File: src/rtl/mem_port_arbiter_pkg.sv
// Shared types and helpers for the memory port arbiter.
//   arb_state_t : arbiter FSM states
//   port_id_t   : which core port owns the current transaction
//   word_byte() : pick byte lane of a little-endian 32-bit word
package mem_port_arbiter_pkg;

    typedef enum logic [1:0] {
        ARB_IDLE  = 2'd0,
        ARB_READ  = 2'd1,
        ARB_WRITE = 2'd2,
        ARB_DONE  = 2'd3
    } arb_state_t;

    typedef enum logic {
        PORT_INST = 1'b0,
        PORT_DATA = 1'b1
    } port_id_t;

    // Read needs one extra beat to capture the byte addressed at cnt=3.
    localparam logic [2:0] READ_LAST_CNT  = 3'd4;
    localparam logic [2:0] WRITE_LAST_CNT = 3'd3;

    function automatic logic [7:0] word_byte(input logic [31:0] word, input logic [1:0] idx);
        return word[{idx, 3'b000} +: 8];
    endfunction

endpackage

File: src/rtl/mem_byte_serdes.sv
// Byte serialiser/deserialiser between the 32-bit core ports and the
// byte-wide RAM.
//   clk, rst   : clock, async active-low reset
//   advance    : increment beat counter this cycle, otherwise it returns to 0
//   capture    : store rdata into lane cnt-1 of the assembly register
//   wdata, sel : latched store word and byte enables
//   rdata      : RAM read byte
//   cnt        : current beat (0..4)
//   wbyte, wen : write byte and its enable for lane cnt
//   word_next  : assembly register including this cycle's captured byte
module mem_byte_serdes
    import mem_port_arbiter_pkg::*;
(
    input  logic        clk,
    input  logic        rst,
    input  logic        advance,
    input  logic        capture,
    input  logic [31:0] wdata,
    input  logic [3:0]  sel,
    input  logic [7:0]  rdata,
    output logic [2:0]  cnt,
    output logic [7:0]  wbyte,
    output logic        wen,
    output logic [31:0] word_next
);

    logic [2:0]  cnt_q;
    logic [31:0] word_q;
    logic [1:0]  lane;
    logic [1:0]  cap_lane;

    assign lane     = cnt_q[1:0];
    // cnt=4 wraps to lane 3, so the last beat lands in the top byte.
    assign cap_lane = cnt_q[1:0] - 2'd1;

    always_comb begin
        word_next = word_q;
        if (capture) begin
            word_next[{cap_lane, 3'b000} +: 8] = rdata;
        end
    end

    always_ff @(posedge clk or negedge rst) begin
        if (!rst) begin
            cnt_q  <= 3'd0;
            word_q <= 32'd0;
        end else begin
            cnt_q  <= advance ? cnt_q + 3'd1 : 3'd0;
            word_q <= word_next;
        end
    end

    assign cnt   = cnt_q;
    assign wbyte = word_byte(wdata, lane);
    assign wen   = sel[lane];

endmodule

File: src/rtl/mem_port_arbiter.sv
// Arbitrates the core's instruction-fetch and data ports onto one byte-wide
// single-port synchronous RAM, moving each 32-bit word as four byte beats.
//   clk, rst                          : clock, async active-low reset
//   if_ce/if_addr                     : fetch request
//   if_inst/if_valid/if_busy          : fetch result, completion pulse, stall
//   d_ce/d_we/d_addr/d_sel/d_wdata    : data request
//   d_rdata/d_valid/d_busy            : load result, completion pulse, stall
//   ram_addr/ram_we/ram_wdata/ram_rdata : external RAM (1-cycle read latency)
//
// state     | meaning
// ----------+-------------------------------------------------------------
// ARB_IDLE  | no transaction; arbitrate and latch the winning request
// ARB_READ  | beats 0..3 drive addresses, beats 1..4 capture returned bytes
// ARB_WRITE | beats 0..3 drive address/byte, strobe where sel is set
// ARB_DONE  | owner's valid is high for this single cycle
module mem_port_arbiter
    import mem_port_arbiter_pkg::*;
#(
    parameter int ADDR_W        = 17,
    parameter bit DATA_PRIORITY = 1'b1
) (
    input  logic              clk,
    input  logic              rst,
    input  logic              if_ce,
    input  logic [31:0]       if_addr,
    output logic [31:0]       if_inst,
    output logic              if_valid,
    output logic              if_busy,
    input  logic              d_ce,
    input  logic              d_we,
    input  logic [31:0]       d_addr,
    input  logic [3:0]        d_sel,
    input  logic [31:0]       d_wdata,
    output logic [31:0]       d_rdata,
    output logic              d_valid,
    output logic              d_busy,
    output logic [ADDR_W-1:0] ram_addr,
    output logic              ram_we,
    output logic [7:0]        ram_wdata,
    input  logic [7:0]        ram_rdata
);

    arb_state_t        state_q, state_d;
    port_id_t          owner_q, owner_d;
    logic [ADDR_W-1:0] base_q, base_d;
    logic [3:0]        sel_q, sel_d;
    logic [31:0]       wdata_q, wdata_d;

    logic [31:0]       if_inst_q, d_rdata_q;
    logic              if_valid_q, d_valid_q;

    logic              grant_data, grant_inst;
    logic [ADDR_W-1:0] if_base, d_base, beat_addr;

    logic              advance, capture, wen;
    logic [2:0]        cnt;
    logic [7:0]        wbyte;
    logic [31:0]       word_next;

    logic              read_last, write_last;
    logic              unused_addr_bits;

    // Only the low ADDR_W bits address the RAM; alignment bits are dropped.
    assign unused_addr_bits = ^{if_addr, d_addr};
    assign if_base = {if_addr[ADDR_W-1:2], 2'b00};
    assign d_base  = {d_addr[ADDR_W-1:2], 2'b00};

    assign grant_data = d_ce && (DATA_PRIORITY || !if_ce);
    assign grant_inst = if_ce && !grant_data;

    assign read_last  = (state_q == ARB_READ)  && (cnt == READ_LAST_CNT);
    assign write_last = (state_q == ARB_WRITE) && (cnt == WRITE_LAST_CNT);
    assign advance    = ((state_q == ARB_READ) || (state_q == ARB_WRITE))
                        && !read_last && !write_last;
    assign capture    = (state_q == ARB_READ) && (cnt != 3'd0);

    mem_byte_serdes u_serdes (
        .clk       (clk),
        .rst       (rst),
        .advance   (advance),
        .capture   (capture),
        .wdata     (wdata_q),
        .sel       (sel_q),
        .rdata     (ram_rdata),
        .cnt       (cnt),
        .wbyte     (wbyte),
        .wen       (wen),
        .word_next (word_next)
    );

    always_ff @(posedge clk or negedge rst) begin
        if (!rst) begin
            state_q <= ARB_IDLE;
            owner_q <= PORT_INST;
            base_q  <= '0;
            sel_q   <= 4'd0;
            wdata_q <= 32'd0;
        end else begin
            state_q <= state_d;
            owner_q <= owner_d;
            base_q  <= base_d;
            sel_q   <= sel_d;
            wdata_q <= wdata_d;
        end
    end

    always_comb begin
        state_d = state_q;
        owner_d = owner_q;
        base_d  = base_q;
        sel_d   = sel_q;
        wdata_d = wdata_q;
        case (state_q)
            ARB_IDLE: begin
                if (grant_data) begin
                    owner_d = PORT_DATA;
                    base_d  = d_base;
                    sel_d   = d_sel;
                    wdata_d = d_wdata;
                    state_d = d_we ? ARB_WRITE : ARB_READ;
                end else if (grant_inst) begin
                    owner_d = PORT_INST;
                    base_d  = if_base;
                    sel_d   = 4'hF;
                    wdata_d = 32'd0;
                    state_d = ARB_READ;
                end
            end
            ARB_READ:  if (read_last)  state_d = ARB_DONE;
            ARB_WRITE: if (write_last) state_d = ARB_DONE;
            ARB_DONE:  state_d = ARB_IDLE;
            default:   state_d = ARB_IDLE;
        endcase
    end

    // Beat address wraps within the RAM address space.
    assign beat_addr = base_q + ADDR_W'(cnt);

    always_comb begin
        ram_addr  = '0;
        ram_we    = 1'b0;
        ram_wdata = 8'd0;
        if (state_q == ARB_WRITE) begin
            ram_addr  = beat_addr;
            ram_we    = wen;
            ram_wdata = wbyte;
        end else if ((state_q == ARB_READ) && (cnt != READ_LAST_CNT)) begin
            ram_addr = beat_addr;
        end
    end

    // Results and valids are registered on the edge that enters DONE, so
    // they are already stable for the whole DONE cycle.
    always_ff @(posedge clk or negedge rst) begin
        if (!rst) begin
            if_inst_q  <= 32'd0;
            d_rdata_q  <= 32'd0;
            if_valid_q <= 1'b0;
            d_valid_q  <= 1'b0;
        end else begin
            if_valid_q <= 1'b0;
            d_valid_q  <= 1'b0;
            if (read_last) begin
                if (owner_q == PORT_DATA) begin
                    d_valid_q <= 1'b1;
                    d_rdata_q <= word_next;
                end else begin
                    if_valid_q <= 1'b1;
                    if_inst_q  <= word_next;
                end
            end
            if (write_last) begin
                d_valid_q <= 1'b1;
            end
        end
    end

    assign if_inst  = if_inst_q;
    assign d_rdata  = d_rdata_q;
    assign if_valid = if_valid_q;
    assign d_valid  = d_valid_q;

    // Gated by rst so the stall requests read 0 while in reset.
    assign if_busy = rst && if_ce && !if_valid_q;
    assign d_busy  = rst && d_ce && !d_valid_q;

endmodule

File: config.mk
export PLATFORM = sky130hd
export DESIGN_NAME = mem_port_arbiter
export DESIGN_NICKNAME = d
export VERILOG_FILES = /design/src/rtl/mem_port_arbiter_pkg.sv /design/src/rtl/mem_byte_serdes.sv /design/src/rtl/mem_port_arbiter.sv
export SDC_FILE = /design/constraint.sdc
export NUM_CORES = 1
export LEC_CHECK = 0
export BUFFER_PORTS_ARGS = -buffer_cell sky130_fd_sc_hd__buf_2
export CORE_MARGIN = 3
export CORE_UTILIZATION = 55
export CTS_CLUSTER_DIAMETER = 60
export DETAILED_ROUTE_END_ITERATION = 8
export HOLD_SLACK_MARGIN = 0.05
export PLACE_DENSITY_LB_ADDON = 0.12
export SYNTH_ARGS = -nofsm -noshare
export SYNTH_HDL_FRONTEND = slang
export SYNTH_SLANG_ARGS = --single-unit
File: constraint.sdc
create_clock -name clk -period 4.95 [get_ports clk]
set_input_delay 1.485 -clock clk [delete_from_list [all_inputs] [get_ports clk]]
set_output_delay 1.485 -clock clk [all_outputs]
set_load 0.1 [all_outputs]
==> flow_summary_export.csv <==
group,metric,value,unit
run_status,status,"finished, final reports clean",
setup_path,crit_fanout,6,
die,dieWidth,115,microns
worst_hold_path,worstHoldPathType,"reg2reg",
detailed_routing,drt-total-wl,15300,microns
cells_and_area,area_delta_synth_final,23.4,%
setup_path,critical_path_arrival,2830,ps
cts,postCtsSetupRepairBufs,0,
yosys,synthArstFlopShare,100,%
timing,period_share,87.2,%
cts,cts_tree,"yes",
timing,period_minus_slack,4320,ps
timing,hold_viol,0,
yosys,synth_cell_types,38,
die,core,11600,sq um
yosys,synthFlopType,"dfrtp_1",
yosys,netlist_instances,675,
die,dieArea,13300,sq um
cts,cts_num_sinks,147,
timing,fin_tns_setup,0,ps
grt,grt_pass1_vias,5217,
timing,setup_violations,0,
detailed_routing,routedWlPerCell,15.3,microns
die,rows,39,
yosys,syn_area,6590,sq um
placed_design,portBuffers,172,
die,die_h,115,microns
die,num_io_pins,207,
yosys,synth_edf_count,0,
detailed_routing,drc,0,
timing,finClkSkew,9.30,ps
setup_path,worstSetupStartpointType,"flop",
cts,cts_buffers,17,
yosys,syn_nets,800,
setup_path,end_kind,"output port",
grt,grt_pass1_wl,25100,microns
yosys,ys_ff_latch,147,
grt,antenna_found_initial,0,
setup_path,critPathKind,"reg2out",
cells_and_area,num_antenna_cells,0,
timing,slew_viol_final,0,
timing,rsz0062_at_grt,"no",
detailed_routing,drt-pass1-iter-count,4,
placed_design,dp_hpwl,10800,microns
flow_run,drv_cap,0,
timing,max_freq,232,MHz
cts,clock_path_buffers,2,
grt,grt.overflow.total,0,
cts,root_buffer,"clkbuf_16",
yosys,ys_warn_count,0,
die,initial_utilization,57.0,%
yosys,synth.avg_cell_area,9.76,sq um
cells_and_area,drive_above_1_share,26.9,%
timing,tightest_slew,959,ps
detailed_routing,avgViaCountPerCell,5.31,
yosys,ys_seq_area_share,55.8,%
grt,grtUsageTotal,24.2,%
detailed_routing,ant_nets,0,
timing,slew_headroom,35.8,%
cts,h-tree-depth,4,
placed_design,placed_area,7580,sq um
cts,clkTransAtPathRegs,60,ps
cells_and_area,fin_nets,964,
cts,post_cts_resized,0,
placed_design,gp_congestion,0.790,
grt,grt_max_degree,73,
cells_and_area,fin_area,8140,sq um
detailed_routing,drt-initial-drc-count,370,
cts,clkLatencyLatePin,420,ps
detailed_routing,dr_total_vias,5285,
setup_path,required,3460,ps
cts,holdBufCountCts,0,
[placed cells by master (no fill, tap or decap), types with 2 or more instances in the layout]
master      synthesis  routed
a21oi_1            20      20
a2bb2oi_1           8       8
and2_1             17      17
and3_1              2       2
buf_2               9     171
buf_4               0      11
clkbuf_16           0      17
clkbuf_8            0       4
clkinv_2            0       2
clkinv_4            0       2
clkinvlp_4          0       4
dfrtp_1           147     147
ha_1               12      12
inv_1              34      34
inv_6               0       2
mux2i_1            31      31
mux4_2              9       9
nand2_1           140     140
nand2b_1           12      12
nand3_1            42      42
nand4_1             3       3
nor2_1             44      44
nor2b_1             6       6
nor3_1              3       3
nor4_1              2       2
o211ai_1            2       2
o21ai_0            71      71
or3_1               9       9
or3_2               2       2
xnor2_1             7       7
xor2_1              2       2
[cell families (layout without fill, tap and decap cells)]
logic type	count (synthesis)	count (layout)	synth area share [%]
buf+inv	73	250	4.33
xor+xnor	9	9	1.20
fa+ha+maj	12	12	2.28
flops	147	147	55.8
simple gates	287	287	19.7
mux	40	40	7.78
compound gates	107	107	8.86
[registers in the layout, indices dropped and copies added (netlist names)]
name / count
d_rdata: 32
if_inst: 32
wdata_q: 32
u_serdes.word_q: 24
base_q: 15
sel_q: 4
u_serdes.cnt: 3
state_q: 2
d_valid: 1
if_valid: 1
owner_q: 1
[area by class of cell]
cell class                      instances  area, sq um
Clock inverter                         10         75.1
Clock buffer                           22          484
Inverter                               35          131
Tap cell                              143          179
Fill cell                             918         3430
Timing Repair Buffer                  183          950
Sequential cell                       147         3680
Multi-Input combinational cell        455         2640
[layer usage]
layer	GRT usage (%)	share of wire, %
met5	0	0
met4	10.7	2.7
met3	5.43	5.4
met2	39.0	49
met1	31.6	42
[metrics by stage]
stage | util (%) | cells | worst slack (ps) | hold WS [ps]
2_1_floorplan | - | 675 | 143 | 433
6_report | 70.4 | 995 | 633 | 467
4_1_cts | 70.4 | 995 | 615 | 467
5_1_grt | 70.4 | 995 | 493 | 497
3_3_place_gp | 65.5 | 963 | 1110 | 445
3_5_place_dp | 65.5 | 963 | 1060 | 454
[synthesized netlist by cell type, drive strengths merged (3+ instances only)]
library cell / n / area share (%)
a21oi: 20 / 1.5
a2bb2oi: 8 / 1.1
and2: 17 / 1.6
buf: 16 / 1.1
clkbuf: 22 / 1.3
dfrtp: 147 / 56
ha: 12 / 2.3
inv: 34 / 1.9
mux2i: 31 / 4.7
mux4: 9 / 3.1
nand2: 140 / 8.0
nand2b: 12 / 1.1
nand3: 42 / 3.2
nand4: 4 / 0.61
nor2: 44 / 2.5
nor2b: 6 / 0.57
nor3: 3 / 0.23
o21ai: 72 / 5.5
or3: 11 / 1.1
xnor2: 7 / 0.93
[critical path: stages, from the launching register on]
cell and delay [ps]:
dfrtp_1 450, ha_1 260, ha_1 260, inv_1 60, or2_4 260, or4_1 470
a21oi_1 190, buf_2 450
[final timing paths]
check	start	to	cells past startpoint	slack, ps
max	u_serdes.cnt[2]	ram_addr[16]	7	630
min	wdata_q[5]	wdata_q[5]	2	470
max reg2reg	u_serdes.cnt[1]	if_inst[19]	9	2440
min reg2reg	wdata_q[5]	wdata_q[5]	2	470
max in group asynchronous	rst	if_inst[13]	3	2280
min in group asynchronous	rst	wdata_q[4]	1	870
Power is left out: the tool's default activity adds up to more than one toggle a clock period on the data nets, which glitch-free logic cannot reach.
